==> config.mk <==
export PLATFORM = sky130hd
export DESIGN_NAME = centroid_tracker_flat
export DESIGN_NICKNAME = d
export VERILOG_FILES = /design/src/rtl/centroid_tracker_if.sv /design/src/rtl/centroid_tracker.sv /design/src/flat_wrapper.sv
export SDC_FILE = /design/constraint.sdc
export NUM_CORES = 2
export LEC_CHECK = 0
export CORE_MARGIN = 2
export CORE_UTILIZATION = 45
export CTS_BUF_LIST = sky130_fd_sc_hd__clkbuf_2
export CTS_CLUSTER_DIAMETER = 60
export DETAILED_ROUTE_END_ITERATION = 16
export DONT_BUFFER_PORTS = 1
export PLACE_DENSITY = 0.66
export RECOVER_POWER = 50
export SYNTH_ARGS = -nofsm -noshare
export SYNTH_HDL_FRONTEND = slang
export SYNTH_SLANG_ARGS = --single-unit
==> constraint.sdc <==
create_clock -name clk_in -period 27.6 [get_ports clk_in]
set_clock_uncertainty 0.15 [all_clocks]
set_input_delay 5.52 -clock clk_in [delete_from_list [all_inputs] [get_ports clk_in]]
set_output_delay 5.52 -clock clk_in [all_outputs]
set_load 0.01 [all_outputs]
==> src/rtl/centroid_tracker_if.sv <==
// Purpose : k-means result bus into the tracker plus the tracker's published tracks/seeds.
// Latency : n/a (signal bundle only).
// Backpr. : none; the producer sees busy_out and dropped_out, and there are no ready signals.
// Ports   : none. The master modport is the k-means/juggling side and the slave modport is the
//           tracker. Inputs: centroids_x_in/centroids_y_in, num_balls, data_valid_in.
//           Outputs: tracks_*, track_valid_out, jump_out, seed_*, data_valid_out, busy_out,
//           dropped_out.
interface centroid_tracker_if;
  logic [6:0][8:0] centroids_x_in;
  logic [6:0][7:0] centroids_y_in;
  logic [2:0]      num_balls;
  logic            data_valid_in;
  logic [6:0][8:0] tracks_x_out;
  logic [6:0][7:0] tracks_y_out;
  logic [6:0]      track_valid_out;
  logic [6:0]      jump_out;
  logic [6:0][8:0] seed_x_out;
  logic [6:0][7:0] seed_y_out;
  logic            data_valid_out;
  logic            busy_out;
  logic            dropped_out;

  modport master (
    output centroids_x_in, centroids_y_in, num_balls, data_valid_in,
    input  tracks_x_out, tracks_y_out, track_valid_out, jump_out,
           seed_x_out, seed_y_out, data_valid_out, busy_out, dropped_out
  );

  modport slave (
    input  centroids_x_in, centroids_y_in, num_balls, data_valid_in,
    output tracks_x_out, tracks_y_out, track_valid_out, jump_out,
           seed_x_out, seed_y_out, data_valid_out, busy_out, dropped_out
  );
endinterface

==> src/rtl/centroid_tracker.sv <==
// Purpose : Greedy nearest-Manhattan matching of the k-means centroids to last frame's tracks, and seeds for the next frame.
// Latency : data_valid_out follows n+1 edges after the sampling edge (matched frame), or 1 edge (identity frame).
// Backpr. : No stall. A data_valid_in that arrives while busy_out is high is discarded and reported on dropped_out.
// Ports   : clk_in, rst_in (async, active-high) and bus (centroid_tracker_if.slave).
// Option  : `define VELOCITY_PREDICT_EN -> seed = clamp(2*track - prev_track). The default is seed = track.
module centroid_tracker #(
  parameter int MAX_BALLS = 7,   // fixed to match the k-means array size
  parameter int MAX_JUMP  = 40,
  parameter int FRAME_W   = 320,
  parameter int FRAME_H   = 180
) (
  input  logic              clk_in,
  input  logic              rst_in,
  centroid_tracker_if.slave bus
);

  typedef enum logic [1:0] {IDLE, MATCH, COMMIT} state_t;

  state_t                    r_state;
  logic [MAX_BALLS-1:0][8:0] r_cand_x;
  logic [MAX_BALLS-1:0][7:0] r_cand_y;
  logic [2:0]                r_n;
  logic [2:0]                r_prev_n;
  logic [2:0]                r_t;
  logic                      r_init;
  logic [MAX_BALLS-1:0]      r_claimed;
  logic [MAX_BALLS-1:0]      r_jump_pend;
  logic [MAX_BALLS-1:0][2:0] r_assign;
  logic [MAX_BALLS-1:0][8:0] r_trk_x;
  logic [MAX_BALLS-1:0][7:0] r_trk_y;
  logic [MAX_BALLS-1:0][8:0] r_seed_x;
  logic [MAX_BALLS-1:0][7:0] r_seed_y;
  logic [MAX_BALLS-1:0]      r_valid;
  logic [MAX_BALLS-1:0]      r_jump;
  logic                      r_dv_out;
  logic                      r_busy;
  logic                      r_dropped;

  logic [MAX_BALLS-1:0][9:0] w_dist;
  logic [2:0]                w_best_idx;
  logic [9:0]                w_best_dist;
  logic                      w_found;
  logic [MAX_BALLS-1:0][8:0] w_new_x;
  logic [MAX_BALLS-1:0][7:0] w_new_y;

  function automatic logic [9:0] manhattan(input logic [8:0] ax, input logic [7:0] ay,
                                           input logic [8:0] bx, input logic [7:0] by);
    logic [8:0] dx;
    logic [7:0] dy;
    dx = (ax > bx) ? (ax - bx) : (bx - ax);
    dy = (ay > by) ? (ay - by) : (by - ay);
    return {1'b0, dx} + {2'b00, dy};
  endfunction

`ifdef VELOCITY_PREDICT_EN
  // The extrapolation uses 11-bit signed arithmetic. 2*511 still fits, so the clamp sees the true value.
  function automatic logic [8:0] predict_x(input logic [8:0] cur, input logic [8:0] prev);
    logic signed [10:0] v;
    v = $signed({1'b0, cur, 1'b0}) - $signed({2'b00, prev});
    if (v < 0)                              return 9'd0;
    else if (v > $signed(11'(FRAME_W - 1))) return 9'(FRAME_W - 1);
    else                                    return v[8:0];
  endfunction

  function automatic logic [7:0] predict_y(input logic [7:0] cur, input logic [7:0] prev);
    logic signed [10:0] v;
    v = $signed({2'b00, cur, 1'b0}) - $signed({3'b000, prev});
    if (v < 0)                              return 8'd0;
    else if (v > $signed(11'(FRAME_H - 1))) return 8'(FRAME_H - 1);
    else                                    return v[7:0];
  endfunction

  // This is set on identity frames. It forces seed = track because there is no motion history.
  logic                      r_ident;
  logic [MAX_BALLS-1:0][8:0] w_pred_x;
  logic [MAX_BALLS-1:0][7:0] w_pred_y;

  // At the commit edge the track register still holds the previous frame's position.
  always_comb begin
    for (int s = 0; s < MAX_BALLS; s++) begin
      w_pred_x[s] = predict_x(w_new_x[s], r_trk_x[s]);
      w_pred_y[s] = predict_y(w_new_y[s], r_trk_y[s]);
    end
  end
`endif

  // Compute the distance from the slot currently being matched to every latched candidate.
  always_comb begin
    for (int i = 0; i < MAX_BALLS; i++)
      w_dist[i] = manhattan(r_trk_x[r_t], r_trk_y[r_t], r_cand_x[i], r_cand_y[i]);
  end

  // Select the minimum over unclaimed candidates below n. The strict '<' gives ties to the lowest index.
  always_comb begin
    w_best_idx  = '0;
    w_best_dist = '0;
    w_found     = 1'b0;
    for (int i = 0; i < MAX_BALLS; i++) begin
      if ((3'(i) < r_n) && !r_claimed[i] && (!w_found || (w_dist[i] < w_best_dist))) begin
        w_found     = 1'b1;
        w_best_idx  = 3'(i);
        w_best_dist = w_dist[i];
      end
    end
  end

  always_comb begin
    for (int s = 0; s < MAX_BALLS; s++) begin
      w_new_x[s] = r_cand_x[r_assign[s]];
      w_new_y[s] = r_cand_y[r_assign[s]];
    end
  end

  always_ff @(posedge clk_in or posedge rst_in) begin
    if (rst_in) begin
      r_state     <= IDLE;
      r_cand_x    <= '0;
      r_cand_y    <= '0;
      r_n         <= '0;
      r_prev_n    <= '0;
      r_t         <= '0;
      r_init      <= 1'b0;
      r_claimed   <= '0;
      r_jump_pend <= '0;
      r_assign    <= '0;
      r_trk_x     <= '0;
      r_trk_y     <= '0;
      r_valid     <= '0;
      r_jump      <= '0;
      r_dv_out    <= 1'b0;
      r_busy      <= 1'b0;
      r_dropped   <= 1'b0;
      for (int i = 0; i < MAX_BALLS; i++) begin
        r_seed_x[i] <= 9'((i + 1) * 40);
        r_seed_y[i] <= 8'd90;
      end
`ifdef VELOCITY_PREDICT_EN
      r_ident     <= 1'b0;
`endif
    end else begin
      r_dv_out  <= 1'b0;
      // busy_out is still high on the commit edge, so a pulse arriving on that edge is dropped as well.
      r_dropped <= bus.data_valid_in && r_busy;

      case (r_state)
        IDLE: begin
          if (bus.data_valid_in) begin
            r_cand_x    <= bus.centroids_x_in;
            r_cand_y    <= bus.centroids_y_in;
            r_n         <= bus.num_balls;
            r_claimed   <= '0;
            r_jump_pend <= '0;
            r_t         <= '0;
            r_busy      <= 1'b1;
            for (int s = 0; s < MAX_BALLS; s++) r_assign[s] <= 3'(s);
            if ((bus.num_balls != 3'd0) && r_init && (bus.num_balls == r_prev_n)) begin
              r_state <= MATCH;
`ifdef VELOCITY_PREDICT_EN
              r_ident <= 1'b0;
`endif
            end else begin
              r_state <= COMMIT;
`ifdef VELOCITY_PREDICT_EN
              r_ident <= 1'b1;
`endif
            end
          end
        end

        MATCH: begin
          r_claimed[w_best_idx] <= 1'b1;
          r_assign[r_t]         <= w_best_idx;
          r_jump_pend[r_t]      <= (w_best_dist > 10'(MAX_JUMP));
          if (r_t == r_n - 3'd1) r_state <= COMMIT;
          else                   r_t     <= r_t + 3'd1;
        end

        COMMIT: begin
          for (int s = 0; s < MAX_BALLS; s++) begin
            if (3'(s) < r_n) begin
              r_trk_x[s] <= w_new_x[s];
              r_trk_y[s] <= w_new_y[s];
              r_valid[s] <= 1'b1;
              r_jump[s]  <= r_jump_pend[s];
`ifdef VELOCITY_PREDICT_EN
              r_seed_x[s] <= r_ident ? w_new_x[s] : w_pred_x[s];
              r_seed_y[s] <= r_ident ? w_new_y[s] : w_pred_y[s];
`else
              r_seed_x[s] <= w_new_x[s];
              r_seed_y[s] <= w_new_y[s];
`endif
            end else begin
              // Inactive slots keep their positions and seeds, so a returning ball has a sensible start point.
              r_valid[s] <= 1'b0;
              r_jump[s]  <= 1'b0;
            end
          end
          r_init   <= 1'b1;
          r_prev_n <= r_n;
          r_dv_out <= 1'b1;
          r_busy   <= 1'b0;
          r_state  <= IDLE;
        end

        default: r_state <= IDLE;
      endcase
    end
  end

  assign bus.tracks_x_out    = r_trk_x;
  assign bus.tracks_y_out    = r_trk_y;
  assign bus.track_valid_out = r_valid;
  assign bus.jump_out        = r_jump;
  assign bus.seed_x_out      = r_seed_x;
  assign bus.seed_y_out      = r_seed_y;
  assign bus.data_valid_out  = r_dv_out;
  assign bus.busy_out        = r_busy;
  assign bus.dropped_out     = r_dropped;

endmodule

==> src/flat_wrapper.sv <==
// flat-port wrapper written by rule: the top's interface ports become plain ports
module centroid_tracker_flat 
#(
  parameter int MAX_BALLS = 7,                                           
  parameter int MAX_JUMP  = 40,
  parameter int FRAME_W   = 320,
  parameter int FRAME_H   = 180
)
  (clk_in, rst_in, bus_centroids_x_in, bus_centroids_y_in, bus_num_balls, bus_data_valid_in, bus_tracks_x_out, bus_tracks_y_out, bus_track_valid_out, bus_jump_out, bus_seed_x_out, bus_seed_y_out, bus_data_valid_out, bus_busy_out, bus_dropped_out);
  centroid_tracker_if bus_i ();
  input  logic clk_in;
  input  logic rst_in;
  input wire logic [$bits(bus_i.centroids_x_in)-1:0] bus_centroids_x_in;
  input wire logic [$bits(bus_i.centroids_y_in)-1:0] bus_centroids_y_in;
  input wire logic [$bits(bus_i.num_balls)-1:0] bus_num_balls;
  input wire logic [$bits(bus_i.data_valid_in)-1:0] bus_data_valid_in;
  output wire logic [$bits(bus_i.tracks_x_out)-1:0] bus_tracks_x_out;
  output wire logic [$bits(bus_i.tracks_y_out)-1:0] bus_tracks_y_out;
  output wire logic [$bits(bus_i.track_valid_out)-1:0] bus_track_valid_out;
  output wire logic [$bits(bus_i.jump_out)-1:0] bus_jump_out;
  output wire logic [$bits(bus_i.seed_x_out)-1:0] bus_seed_x_out;
  output wire logic [$bits(bus_i.seed_y_out)-1:0] bus_seed_y_out;
  output wire logic [$bits(bus_i.data_valid_out)-1:0] bus_data_valid_out;
  output wire logic [$bits(bus_i.busy_out)-1:0] bus_busy_out;
  output wire logic [$bits(bus_i.dropped_out)-1:0] bus_dropped_out;
  assign bus_i.centroids_x_in = bus_centroids_x_in;
  assign bus_i.centroids_y_in = bus_centroids_y_in;
  assign bus_i.num_balls = bus_num_balls;
  assign bus_i.data_valid_in = bus_data_valid_in;
  assign bus_tracks_x_out = bus_i.tracks_x_out;
  assign bus_tracks_y_out = bus_i.tracks_y_out;
  assign bus_track_valid_out = bus_i.track_valid_out;
  assign bus_jump_out = bus_i.jump_out;
  assign bus_seed_x_out = bus_i.seed_x_out;
  assign bus_seed_y_out = bus_i.seed_y_out;
  assign bus_data_valid_out = bus_i.data_valid_out;
  assign bus_busy_out = bus_i.busy_out;
  assign bus_dropped_out = bus_i.dropped_out;
  centroid_tracker #(.MAX_BALLS(MAX_BALLS), .MAX_JUMP(MAX_JUMP), .FRAME_W(FRAME_W), .FRAME_H(FRAME_H)) u_core (.clk_in(clk_in), .rst_in(rst_in), .bus(bus_i));
endmodule
# After elaboration in Yosys (flattened, before gate mapping)
# Cells that the tools add are included.
[word_totals]
regBits = 421
in_bits = 125
output_inout_bits = 255
elab_cells = 300
[classes]
n_addsub = 37
n_lt_le_gt_ge = 39
eq_ne = 7
mux = 102
n_bitwise = 1
reduce_logical = 53
[op_table]
columns = ["cell", "n"]
rows = [
  ["$bmux W9 S3", 8],
  ["$bmux W8 S3", 8],
  ["$mux W9", 15],
  ["$sub A9 B9 Y9", 14],
  ["$mux W8", 15],
  ["$sub A8 B8 Y8", 14],
  ["$add A9 B8 Y10", 7],
  ["$mux W10", 7],
  ["$gt A9 B9 Y1", 7],
  ["$lt A10 B10 Y1", 6],
  ["$gt A8 B8 Y1", 7],
  ["$pmux W21 S2", 1],
  ["$lt A3 B4 Y1 const B", 9],
  ["$pmux W7 S2", 2],
  ["$mux W1", 25],
  ["$reduce_and A2 Y1", 11],
  ["$bwmux W21", 1],
  ["$mux W21", 1],
  ["$logic_and A1 B1 Y1", 18],
  ["$mux W3", 6],
  ["$logic_not A1 Y1", 13],
  ["$gt A10 B6 Y1 const B", 1],
  ["$mux W2", 5],
  ["$demux W3 S3", 1],
  ["23 further kinds", 37],
]

# Depth between registers and ports, before layout
[logic_depth]
ltp_word = 36
mapped_depth = 101
ltp_nobuf = 94

# Worst setup path after synthesis
# OpenSTA, ideal clock, no wires.
[synth_timing]
path_kind = "register to register"
startpoint = "register u_core.r_t[0]"
endpoint = "register u_core.r_jump_pend[0]"
setup_ns = 0.132
arrival_ns = 18.911
t_required_ns = 27.318
path_slack_ns = 8.407
stages_incl_launch_ff = 92
path_buffers = 6
path_cell_list = "dfrtp_1 -> clkbuf_1 -> clkbuf_1 -> mux2i_1 -> o21ai_0 -> a211oi_1 -> inv_1 -> fa_1 -> a21o_1 -> a21oi_1 -> o21ai_0 -> o22a_1 -> mux2i_1 -> a221o_1 -> a221o_1 -> a221oi_1 -> o21ai_0 -> nand2_1 -> (+56 left out) -> o21a_1 -> ha_1 -> a21oi_1 -> nor2b_1 -> o21ai_0 -> nand2b_1 -> a21oi_1 -> nor2b_1 -> o21ai_0 -> nand2b_1 -> a21oi_1 -> nor2_1 -> or4_1 -> a21oi_1 -> clkbuf_1 -> nor2_1 -> nand3_1 -> nand4_1"
[synth_between]
elab_chain_cells = 33
elab_cells_between_ends = 110
classes_between = "35 x add/sub; 23 x order compare; 34 x mux; 18 x reduce/logical"
[synth_lines]
columns = ["element", "line_no", "source"]
rows = [
  ["start, declared", "centroid_tracker.sv:24", "logic [2:0] r_t;"],
  ["start signal, assigned", "centroid_tracker.sv:175", "else r_t <= r_t + 3'd1;"],
  ["$bmux W9 S3 or $bmux W8 S3 (tied branches)", "centroid_tracker.sv:90", "w_dist[i] = manhattan(r_trk_x[r_t], r_trk_y[r_t], r_cand_x[i], r_cand_y[i]);"],
  ["$mux W9 (not written as such) or $mux W8 (tied branches)", "centroid_tracker.sv:90", ""],
  ["$sub A9 B9 Y9 (tied with other cells)", "centroid_tracker.sv:50", "dx = (ax > bx) ? (ax - bx) : (bx - ax);"],
  ["$mux W9 or $mux W8 (tied branches)", "centroid_tracker.sv:50, centroid_tracker.sv:51", ""],
  ["$add A9 B8 Y10", "centroid_tracker.sv:52", "return {1'b0, dx} + {2'b00, dy};"],
  ["$mux W10", "centroid_tracker.sv:99", "if ((3'(i) < r_n) && !r_claimed[i] && (!w_found || (w_dist[i] < w_best_dist))) begin"],
  ["$lt A10 B10 Y1", "centroid_tracker.sv:99", ""],
  ["$logic_or A1 B1 Y1", "centroid_tracker.sv:99", ""],
  ["(+17 left out)", "-", ""],
  ["$mux W10 or $mux W1 (tied branches)", "centroid_tracker.sv:99", ""],
  ["$lt A10 B10 Y1 or $logic_not A1 Y1 (tied branches)", "centroid_tracker.sv:99", ""],
  ["$logic_or A1 B1 Y1", "centroid_tracker.sv:99", ""],
  ["$logic_and A1 B1 Y1", "centroid_tracker.sv:99", ""],
  ["$mux W10", "centroid_tracker.sv:99", ""],
  ["$gt A10 B6 Y1", "centroid_tracker.sv:173", "r_jump_pend[r_t] <= (w_best_dist > 10'(MAX_JUMP));"],
  ["$bwmux W7 *", "centroid_tracker.sv:173", ""],
  ["$pmux W7 S2 *", "centroid_tracker.sv:145", "case (r_state)"],
  ["end signal, assigned by index", "centroid_tracker.sv:173", ""],
  ["end, declared", "centroid_tracker.sv:27", "logic [MAX_BALLS-1:0] r_jump_pend;"],
]
# Every way passes the cells marked *; elsewhere a longest branch is shown, timed or not. The select of a mux whose other input is x is not followed.
# A chain may end at the register's enable or synchronous reset.

# Worst setup path in the final report
[layout_timing]
startpoint = "register u_core.r_t[1]"
endpoint = "register u_core.r_assign[0] in the netlist's numbering"
[layout_between]
elab_chain_cells = 32
elab_cells_between_ends = 114
classes_between = "35 x add/sub; 22 x order compare; 39 x mux; 18 x reduce/logical"
[layout_lines]
columns = ["element", "line_no", "source"]
rows = [
  ["$bmux W9 S3 or $bmux W8 S3 (tied branches)", "centroid_tracker.sv:90", ""],
  ["$mux W9 (not written as such) or $mux W8 (tied branches)", "centroid_tracker.sv:90", ""],
  ["$sub A9 B9 Y9 (tied with other cells)", "centroid_tracker.sv:50", ""],
  ["$mux W9 or $mux W8 (tied branches)", "centroid_tracker.sv:50, centroid_tracker.sv:51", ""],
  ["$add A9 B8 Y10", "centroid_tracker.sv:52", ""],
  ["$mux W10", "centroid_tracker.sv:99", ""],
  ["$lt A10 B10 Y1", "centroid_tracker.sv:99", ""],
  ["$logic_or A1 B1 Y1", "centroid_tracker.sv:99", ""],
  ["(+16 left out)", "-", ""],
  ["$logic_and A1 B1 Y1", "centroid_tracker.sv:99", ""],
  ["$mux W10 or $mux W1 (tied branches)", "centroid_tracker.sv:99", ""],
  ["$lt A10 B10 Y1 or $logic_not A1 Y1 (tied branches)", "centroid_tracker.sv:99", ""],
  ["$logic_or A1 B1 Y1", "centroid_tracker.sv:99", ""],
  ["$logic_and A1 B1 Y1", "centroid_tracker.sv:99", ""],
  ["$mux W3", "centroid_tracker.sv:99", ""],
  ["$bwmux W21 *", "centroid_tracker.sv:172", "r_assign[r_t] <= w_best_idx;"],
  ["$pmux W21 S2 *", "centroid_tracker.sv:145", ""],
  ["end signal, assigned by index", "centroid_tracker.sv:172", ""],
  ["end, declared", "centroid_tracker.sv:28", "logic [MAX_BALLS-1:0][2:0] r_assign;"],
]
# Marks and branches as above.

==> metrics <==
post_cts resized 0; fraction of layout cells with a size suffix above 1 12.4%; Slew Viols, Final between 600 and 700; Critical Path End Type flip-flop; Routed Antenna Nets 0; xor-xnor portion of the synthesized cell area between 3 and 4%; vias in the first global route between 20000 and 30000; Mean Syn Cell Area approximately 8.8 um2; number of enable flip-flop cells after synthesis 0; # setup viols final 0; crit path time final 22.33 ns; cell count after synthesis 3886; Area Overhead vs Synth 3.00%; I/O Buffers 0; setup tns final 0 ns; CP Max Fanout 19; Yosys Warn Count 0; fraction of registers with async set/reset 100%; Relative slew margins -204%; final worst slack around 5.3 ns; Yosys cell types just under 90; largest net degree at the start of global routing 96; Vias/cell about 6.5; largest family of logic cells by synthesized area compound AO/OA/AOI/OAI gates; Post-Syn Nets approximately 4400; Die Area 78000 um2; Synth Area in Simple Gates a little under an eighth; pre-CTS WS around 6 ns; Worst Setup SP u_core.r_t[1]; Post-Syn Area approximately 34000 um2; RSZ-0062 raised after global routing no; DP HPWL around 110 mm; worst hold path class flip-flop to flip-flop; min-delay src u_core.r_init; leading cell type in the layout, fill and taps excluded nand2_1; H-tree depth 3; Setup Buffers After CTS 0; Max Cap Viol 11; Initial DRC Count between 3000 and 4000; CTS tree yes; Clk Tree Root Cell clkbuf_2; fmax about 45 MHz; post-route insts no fill about 4700; sequential share of the synthesized area approximately a quarter; TritonCTS Sinks ~350; clk slew on worst S/H paths about 0.090 ns; Initial Utilization a little under half; Detailed Routing Iterations Pass 1 8; status complete, but fails checks; GRT Overall Usage approximately 36%; post-synthesis register bit count 349; Placement Cell Area 34300 um2; Via Count slightly above 30000; first-pass GRT wire length roughly 210 mm; post-synthesis mux area share 15.2%; Worst-Skew Late Latency ~1.3 ns; Worst Tran Pin Value about 4.5 ns; Critical Path RT roughly 29 ns; Remaining Overflow, GRT 0; chip height roughly 280 um; initial antenna violation count 7; commonest register cell after synthesis dfrtp_1; DR WL/cell between 30 and 40 um; critical path's slowest cell a211oi_2; final hold vios 0; total wire length ~140 mm; startpoint class of the critical path flip-flop; Compound-Gate Fraction of Synth Area 21.7%; number of buffers and inverters on the critical path 7; Rows 100; core area between 70000 and 80000 um2; Largest stage delay, worst path 1.03 ns; violated checks capacitance limit, slew limit; CTS Buf Count 97; most frequent cells in the layout nand2_1, o21ai_0, ha_1; Final period util between 80% and 90%; CTS max path bufs 3; # IOs between 300 and 400; Chip Width 279 um; placed cells approximately 4600; WP data arrival around 23 ns; R2R Path Start u_core.r_t[1]; GP Congestion about 1.0; # nets final 4200; crit-path leading delay family compound AO/OA/AOI/OAI gates; Final Instance Area around 35000 um2; hold buffer count at cts 0; Adder-Cell Fraction of Synth Area between 10% and 20%; critical path class flip-flop to flip-flop; number of remaining DRC errors 0
-- per-stage QoR --
stage               util (%)  hold slack, ns
CTS                     47.1           0.331
floorplan                  -           0.285
finish                  47.0           0.328
global placement        45.9           0.308
detailed placement      45.9           0.307
global route            47.0           0.354
-- kinds of logic after synthesis --
kind of cell | after synthesis
flip-flops | 349
adder cells (fa/ha/maj) | 371
AO/OA/AOI/OAI | 1155
XOR/XNOR | 140
AND/OR/NAND/NOR | 893
buffers and inverters | 616
multiplexers | 362
-- per-layer routing --
layer | global-route usage (%) | vias up | part of all wire (%)
met4 | 21.7 | 0 | 7.1
met1 | 46.4 | 14900 | 39
met3 | 11.3 | 447 | 12
met2 | 54.0 | 2038 | 42
met5 | 0 | - | 0
li1 | - | 13500 | -
-- worst paths after layout --
check                                              to  slack [ns]  cells past startpoint
min in group asynchronous  u_core.bus.tracks_y_out[3]        5.40                      1
hold reg to reg                         u_core.r_init        0.33                      1
max in group asynchronous         u_core.r_assign[13]       17.01                      2
setup reg to reg                   u_core.r_assign[0]        5.27                     90
setup / recovery                   u_core.r_assign[0]        5.27                     90
hold / removal                          u_core.r_init        0.33                      1
-- area by class of cell --
| class | instances | area (um2) |
|---|---|---|
| Tap cell | 969 | 1210 |
| Sequential cell | 349 | 8800 |
| Fill cell | 7229 | 39600 |
| Antenna cell | 3 | 7.51 |
| Timing Repair Buffer | 58 | 405 |
| Inverter | 277 | 1040 |
| Multi-Input combinational cell | 2921 | 22800 |
| Clock inverter | 34 | 199 |
| Clock buffer | 137 | 686 |
-- synth_stat cells, types with 17 or more instances --
cell type,count,share of area (%)
clkbuf_1,226,2.5
buf_4,73,1.6
dfstp_2,48,3.7
xnor2_1,91,2.3
a211oi_1,59,1.3
o21bai_1,34,0.75
mux2i_1,207,6.1
fa_1,35,2.1
xor2_1,48,1.2
inv_1,277,3.0
a21o_1,180,4.0
buf_1,27,0.30
o21ai_0,391,5.7
ha_1,336,12
nor3_1,25,0.37
mux2_2,34,1.1
dfrtp_1,301,22
nand4_1,43,0.79
nand2b_1,17,0.31
nand2_1,428,4.7
o21ai_1,27,0.40
nand3_1,62,0.91
mux4_2,121,8.0
nor2b_1,75,1.4
o211ai_1,95,2.1
nor2_1,187,2.1
a21oi_1,196,2.9
-- registers in the layout, summed over array words and instances, names as in the netlist --
register                    count
u_core.r_n                      3
u_core.r_assign                21
u_core.r_t                      3
u_core.bus.seed_y_out          56
u_core.r_state                  2
u_core.bus.tracks_y_out        28
u_core.r_claimed                7
u_core.bus.data_valid_out       1
u_core.bus.jump_out             7
u_core.bus.track_valid_out      7
u_core.r_jump_pend              7
u_core.bus.seed_x_out          63
u_core.r_cand_y                56
u_core.bus.busy_out             1
u_core.r_prev_n                 2
u_core.bus.tracks_x_out        20
u_core.r_cand_x                63
u_core.bus.dropped_out          1
u_core.r_init                   1
Power is left out: the tool's default activity adds up to more than one toggle a clock period on the data nets, which glitch-free logic cannot reach.
